**src/rtl/jt51_lfo_pkg.sv**
```systemverilog
// Shared constants for the JT51 LFO: waveform codes, phase geometry and noise LFSR taps.
// Also holds the bipolar triangle shaping helper used by the top level.
package jt51_lfo_pkg;

  localparam logic [1:0] W_SAW   = 2'd0;
  localparam logic [1:0] W_SQR   = 2'd1;
  localparam logic [1:0] W_TRI   = 2'd2;
  localparam logic [1:0] W_NOISE = 2'd3;

  localparam int unsigned LfsrW    = 17;
  localparam int unsigned LfsrTapA = 16;
  localparam int unsigned LfsrTapB = 13;

  localparam int unsigned PhW      = 20;
  localparam int unsigned PhIdxMsb = 19;
  localparam int unsigned PhIdxLsb = 12;
  localparam int unsigned NoiseBit = 15;

  // Quarter-wave folded triangle, symmetric around zero (-127..127).
  function automatic logic [7:0] tri_bipolar(input logic [7:0] p);
    logic [6:0] d;
    logic [7:0] r;
    d = {p[5:0], 1'b0};
    unique case (p[7:6])
      2'd0:    r = {1'b0, d};
      2'd1:    r = {1'b0, 7'd127 - d};
      2'd2:    r = -{1'b0, d};
      default: r = -{1'b0, 7'd127 - d};
    endcase
    return r;
  endfunction

endpackage

```
**src/rtl/jt51_lfo_gen_if.sv**
```systemverilog
// Register/output bundle of the LFO: control fields from the register file and the
// per-sample AM/PM words delivered to the envelope and phase generators.
interface jt51_lfo_gen_if;
  logic       cen;
  logic       zero;
  logic [7:0] lfrq;
  logic [1:0] w;
  logic [6:0] amd;
  logic [6:0] pmd;
  logic       lfo_rst;
  logic [7:0] am;
  logic [7:0] pm;

  modport master (
    output cen, zero, lfrq, w, amd, pmd, lfo_rst,
    input  am, pm
  );

  modport slave (
    input  cen, zero, lfrq, w, amd, pmd, lfo_rst,
    output am, pm
  );
endinterface

```
**src/rtl/jt51_lfo_noise.sv**
```systemverilog
// Noise source for the LFO: free-running 17-bit LFSR stepped every sample tick, with an
// 8-bit sample latched whenever the phase crosses a 2^16 boundary.
module jt51_lfo_noise
  import jt51_lfo_pkg::*;
#(
  parameter logic [LfsrW-1:0] SEED = 17'h00001
) (
  input  logic       clk,
  input  logic       rst_n,
  input  logic       tick,
  input  logic       carry15,
  input  logic       hold,
  output logic [7:0] n
);

  logic [LfsrW-1:0] lfsr_q;

  // Shift-left with xor feedback is invertible, so a non-zero seed never reaches zero.
  always_ff @(posedge clk or negedge rst_n) begin
    if (!rst_n) begin
      lfsr_q <= SEED;
      n      <= SEED[7:0];
    end else if (tick) begin
      lfsr_q <= {lfsr_q[LfsrW-2:0], lfsr_q[LfsrTapA] ^ lfsr_q[LfsrTapB]};
      if (carry15 && !hold) begin
        n <= lfsr_q[7:0];
      end
    end
  end

endmodule

```
**src/rtl/jt51_lfo_gen.sv**
```systemverilog
// JT51 LFO: phase accumulator, four-waveform shaper and depth scaling producing the
// unsigned AM word and the two's-complement PM word, two enabled cycles after each tick.
module jt51_lfo_gen
  import jt51_lfo_pkg::*;
#(
  parameter logic [LfsrW-1:0] SEED = 17'h00001
) (
  input  logic           clk,
  input  logic           rst_n,
  jt51_lfo_gen_if.slave  bus
);

  logic           tick;
  logic [PhW-1:0] ph_q;
  logic [PhW-1:0] ph_inc;
  logic [PhW-1:0] ph_sum;
  logic           carry15;
  logic [7:0]     noise;
  logic [7:0]     p;
  logic [7:0]     u_d, u_q;
  logic [7:0]     b_d, b_q;
  logic [14:0]    am_prod;
  logic signed [15:0] pm_prod;
  logic [7:0]     am_d, am_q;
  logic [7:0]     pm_d, pm_q;

  assign tick = bus.cen & bus.zero;

  always_comb begin
    ph_inc  = {{(PhW-5){1'b0}}, 1'b1, bus.lfrq[3:0]} << bus.lfrq[7:4];
    ph_sum  = ph_q + ph_inc;
    // Any change of the top nibble, wrap included, counts as a noise-latch event.
    carry15 = ph_sum[PhW-1:NoiseBit+1] != ph_q[PhW-1:NoiseBit+1];
  end

  always_ff @(posedge clk or negedge rst_n) begin
    if (!rst_n) begin
      ph_q <= '0;
    end else if (tick) begin
      ph_q <= bus.lfo_rst ? '0 : ph_sum;
    end
  end

  jt51_lfo_noise #(
    .SEED (SEED)
  ) u_noise (
    .clk     (clk),
    .rst_n   (rst_n),
    .tick    (tick),
    .carry15 (carry15),
    .hold    (bus.lfo_rst),
    .n       (noise)
  );

  always_comb begin
    p   = ph_q[PhIdxMsb:PhIdxLsb];
    u_d = 8'd0;
    b_d = 8'd0;
    unique case (bus.w)
      W_SAW: begin
        u_d = ~p;
        b_d = p ^ 8'h80;
      end
      W_SQR: begin
        u_d = p[7] ? 8'd0 : 8'd255;
        b_d = p[7] ? 8'h80 : 8'h7f;
      end
      W_TRI: begin
        u_d = p[7] ? {p[6:0], 1'b0} : ~{p[6:0], 1'b0};
        b_d = tri_bipolar(p);
      end
      default: begin
        u_d = noise;
        b_d = noise ^ 8'h80;
      end
    endcase
  end

  always_comb begin
    am_prod = {7'd0, u_q} * {8'd0, bus.amd};
    pm_prod = $signed({{8{b_q[7]}}, b_q}) * $signed({9'd0, bus.pmd});
    am_d    = 8'(am_prod >> 7);
    pm_d    = 8'(pm_prod >>> 7);
  end

  always_ff @(posedge clk or negedge rst_n) begin
    if (!rst_n) begin
      u_q  <= 8'd0;
      b_q  <= 8'd0;
      am_q <= 8'd0;
      pm_q <= 8'd0;
    end else if (bus.cen) begin
      u_q  <= u_d;
      b_q  <= b_d;
      am_q <= am_d;
      pm_q <= pm_d;
    end
  end

  assign bus.am = am_q;
  assign bus.pm = pm_q;

endmodule

```
**src/flat_wrapper.sv**
```systemverilog
// flat-port wrapper written by rule: the top's interface ports become plain ports
module jt51_lfo_gen_flat import jt51_lfo_pkg::*;
#(
  parameter logic [LfsrW-1:0] SEED = 17'h00001
)
  (clk, rst_n, bus_cen, bus_zero, bus_lfrq, bus_w, bus_amd, bus_pmd, bus_lfo_rst, bus_am, bus_pm);
  jt51_lfo_gen_if bus_i ();
  input  logic clk;
  input  logic rst_n;
  input wire logic [$bits(bus_i.cen)-1:0] bus_cen;
  input wire logic [$bits(bus_i.zero)-1:0] bus_zero;
  input wire logic [$bits(bus_i.lfrq)-1:0] bus_lfrq;
  input wire logic [$bits(bus_i.w)-1:0] bus_w;
  input wire logic [$bits(bus_i.amd)-1:0] bus_amd;
  input wire logic [$bits(bus_i.pmd)-1:0] bus_pmd;
  input wire logic [$bits(bus_i.lfo_rst)-1:0] bus_lfo_rst;
  output wire logic [$bits(bus_i.am)-1:0] bus_am;
  output wire logic [$bits(bus_i.pm)-1:0] bus_pm;
  assign bus_i.cen = bus_cen;
  assign bus_i.zero = bus_zero;
  assign bus_i.lfrq = bus_lfrq;
  assign bus_i.w = bus_w;
  assign bus_i.amd = bus_amd;
  assign bus_i.pmd = bus_pmd;
  assign bus_i.lfo_rst = bus_lfo_rst;
  assign bus_am = bus_i.am;
  assign bus_pm = bus_i.pm;
  jt51_lfo_gen #(.SEED(SEED)) u_core (.clk(clk), .rst_n(rst_n), .bus(bus_i));
endmodule
```
**config.mk**
```make
export PLATFORM = sky130hd
export DESIGN_NAME = jt51_lfo_gen_flat
export DESIGN_NICKNAME = d
export VERILOG_FILES = /design/src/rtl/jt51_lfo_pkg.sv /design/src/rtl/jt51_lfo_gen_if.sv /design/src/rtl/jt51_lfo_noise.sv /design/src/rtl/jt51_lfo_gen.sv /design/src/flat_wrapper.sv
export SDC_FILE = /design/constraint.sdc
export NUM_CORES = 1
export LEC_CHECK = 0
export CAP_MARGIN = 20
export CORE_MARGIN = 2
export CORE_UTILIZATION = 30
export DETAILED_ROUTE_END_ITERATION = 12
export SLEW_MARGIN = 20
export SYNTH_ARGS = -nofsm -noshare
export SYNTH_HDL_FRONTEND = slang
export SYNTH_HIERARCHICAL = 1
export SYNTH_SLANG_ARGS = --single-unit
```
**constraint.sdc**
```tcl
create_clock -name clk -period 12.7 [get_ports clk]
set_input_delay 1.905 -clock clk [delete_from_list [all_inputs] [get_ports clk]]
set_output_delay 1.905 -clock clk [all_outputs]
set_load 0.02 [all_outputs]
```
==> flow_summary.json <==
{
  "status": "complete, no violations",
  "hold_class": "reg2reg",
  "diodes": 0,
  "initialDrtViolationCount": 471,
  "yosys.area_share.simple_pct": 17.90,
  "placedCellCount": 1345,
  "p_int_mw": 1.108,
  "synth_area_leaders": "dfrtp_1 22%, fa_1 17%, ha_1 12%, and2_1 6.6%, inv_1 4.9%",
  "clkPwrFrac_pct": 13.5,
  "fin_area_um2": 9658,
  "synthMuxAreaShare_pct": 4.822,
  "leakagePower_nw": 4.433,
  "synth-seq-cells": 77,
  "rsz0062_at_grt": "false",
  "syn_area_um2": 8563,
  "worst_pin_slew_ns": 0.9102,
  "clock_sinks": 77,
  "crit_type": "in2reg",
  "p_comb_share_pct": 65.3,
  "start_kind": "input port",
  "synth_top_family_by_area": "adder cells",
  "pin_count": 45,
  "grt_pass1_wl_um": 33110,
  "fmax_mhz": 155.8,
  "setup_viol": 0,
  "area_growth_pct": 12.78,
  "maxCapViolCount": 0,
  "drt_pass1_iterations": 5,
  "synth_largest_area_cell": "dfrtp_1",
  "synth_fa_ha_area_share_pct": 28.81,
  "postCtsSetupRepairBufs": 0,
  "layout_commonest_cell": "inv_1",
  "vdd_drop_max_mv": 0.1086,
  "wl_per_cell_um": 14.26,
  "end_kind": "register",
  "vias": 6661,
  "wl_um": 19410,
  "yosysUniqueCellTypes": 69,
  "synth_compound_area_share_pct": 16.12,
  "synthCells": 954,
  "hold_violations": 0,
  "cts_tree": "built",
  "design.core.area_um2": 27930,
  "grt_max_degree": 78,
  "synth_ff_type": "dfrtp_1",
  "clock_skew_ns": 0.008664,
  "p_sw_mw": 0.8815,
  "ys_seq_area_share_pct": 22.53,
  "place.gp.congestion": 0.8643,
  "grt_usage_pct": 13.32,
  "gr-total-overflow": 0,
  "clock_latency_ns": 0.35,
  "fp.dieW_um": 173.0,
  "nets": 1161,
  "synth-edff-count": 0,
  "numCtsBuffers": 9,
  "finalSetupTns_ns": 0,
  "final_cell_mix": "112 x inv_1, 90 x and2_1, 82 x ha_1, 75 x dfrtp_1, 73 x nand2_1",
  "die_y_um": 173.0,
  "cp_max_fo": 8,
  "port_buffers": 44,
  "drc": 0,
  "maxSlewViolCount": 0,
  "hold-worst-slack_ns": 0.4869,
  "dpl_cell_area_um2": 9349,
  "die_area_um2": 29910,
  "power.density_nw_per_um2": 206.0,
  "postRouteAntennaNets": 0,
  "antenna_found_initial": 0,
  "layout-drive-gt1-share_pct": 7.019,
  "instances_no_fill": 1361,
  "synth-xor-area-share_pct": 3.068,
  "async_flop_share_pct": 100.0,
  "cts_root_buf": "clkbuf_16",
  "start_util_pct": 30.65,
  "postSynthAreaPerCell_um2": 8.976,
  "crit_arrival_ns": 6.64,
  "syn-num-nets": 1137,
  "hpwlAfterDp_um": 14950,
  "clock_path_buffers": 2,
  "htreeDepth": 3,
  "maxSlewHeadroom_pct": 39.09,
  "finalCriticalPeriod_ns": 6.418,
  "netSwitchingFraction_pct": 44.30,
  "crit_required_ns": 12.93,
  "p_seq_share_pct": 21.2,
  "min_period_over_period_pct": 50.53,
  "synth_largest_type_area_fraction_pct": 21.92,
  "grt_pass1_vias": 6599,
  "synth_warnings": 6,
  "cts.repair.resized": 0,
  "num_rows": 61,
  "holdBufCountCts": 0,
  "vias_per_cell": 4.894,
  "clkTransAtPathRegs_ns": 0.07
}
[cell families (layout without fill, tap and decap cells)]
logic type,after synthesis,count (layout)
buf+inv,149,178
xor+xnor,30,30
flops,77,77
simple gates,301,301
fa+ha+maj,154,154
mux,37,37
compound gates,206,206
[state kept, by name (all words and copies together) (netlist names)]
register / flops
u_core/bus.am: 8
u_core/bus.pm: 8
u_core/b_q: 8
u_core/u_q: 8
u_core/u_noise/n: 8
u_core/ph_q: 20
u_core/u_noise/lfsr_q: 17
[worst paths after layout]
kind | cells past startpoint | slack [ns] | to | from
worst max-delay path | 17 | 6.28 | u_core/bus.pm[7] | bus_pmd[2]
worst min-delay path | 2 | 0.49 | u_core/ph_q[4] | u_core/ph_q[4]
worst max register to register | 15 | 7.90 | u_core/bus.am[5] | u_core/u_q[1]
worst min register to register | 2 | 0.49 | u_core/ph_q[4] | u_core/ph_q[4]
max in group asynchronous | 1 | 10.62 | u_core/b_q[1] | rst_n
min in group asynchronous | 1 | 1.58 | u_core/ph_q[8] | rst_n
[cells in the mapped netlist (6+ instances only)]
cell type  count
and2_1        90
nand3_1       12
nand2b_1      17
xor2_1         7
fa_1          72
a22o_1         6
inv_1        112
xnor2_1       23
clkbuf_1      29
nand2_1       73
o22ai_1        6
mux2_2        34
o21a_1         7
o21ai_0       44
a211oi_1      13
a31oi_1       25
ha_1          82
nor3_1        17
nor2_1        61
a21oi_1       45
or3_1          8
nor2b_1        8
dfrtp_1       75
o31ai_1        8
[layout make-up]
cell class                      instances  area (um^2)
Inverter                              114        427.9
Timing Repair Buffer                   48        466.7
Fill cell                            2936        18280
Clock buffer                            9        225.2
Multi-Input combinational cell        728         6056
Sequential cell                        77         1929
Clock inverter                          7        80.08
Tap cell                              378        473.0
[metrics by stage]
step | setup slack, ns | util [%] | power (mW)
2_1_floorplan | 6.745 | - | 1.415
3_3_place_gp | 5.974 | 33.47 | 1.701
3_5_place_dp | 5.933 | 33.47 | 1.734
4_1_cts | 6.288 | 34.56 | 2.018
5_1_grt | 5.983 | 34.57 | 2.222
6_report | 6.282 | 34.57 | 1.990
[routing by layer]
layer  wire length (um)  share of wire (%)  GRT usage (%)
met3                687                3.5          2.067
met5                  0                  0              0
met2               8896                 46          21.25
met1               9632                 50          19.29
met4                192               0.99          2.260
[power by group through the flow]
stage | logic (mW) | registers [mW] | clock network (mW)
global placement | 1.28 | 0.426 | 0
CTS | 1.32 | 0.423 | 0.279
detailed placement | 1.31 | 0.428 | 0
global route | 1.50 | 0.435 | 0.289
floorplan | 1.00 | 0.415 | 0
finish | 1.30 | 0.421 | 0.269
[worst max-delay path: stages]
cell and delay, ns:
clkdlybuf4s50_1 0.52, and2_1 0.24, fa_1 0.53, inv_1 0.05
fa_1 0.52, inv_1 0.05, fa_1 0.47, inv_1 0.05
fa_1 0.53, inv_1 0.04, ha_1 0.34, and3_1 0.22
a21oi_1 0.21, o21ai_0 0.21, o41a_1 0.37, xnor2_1 0.13
mux2_2 0.26
Note: power is estimated with default switching activity, not from simulation.
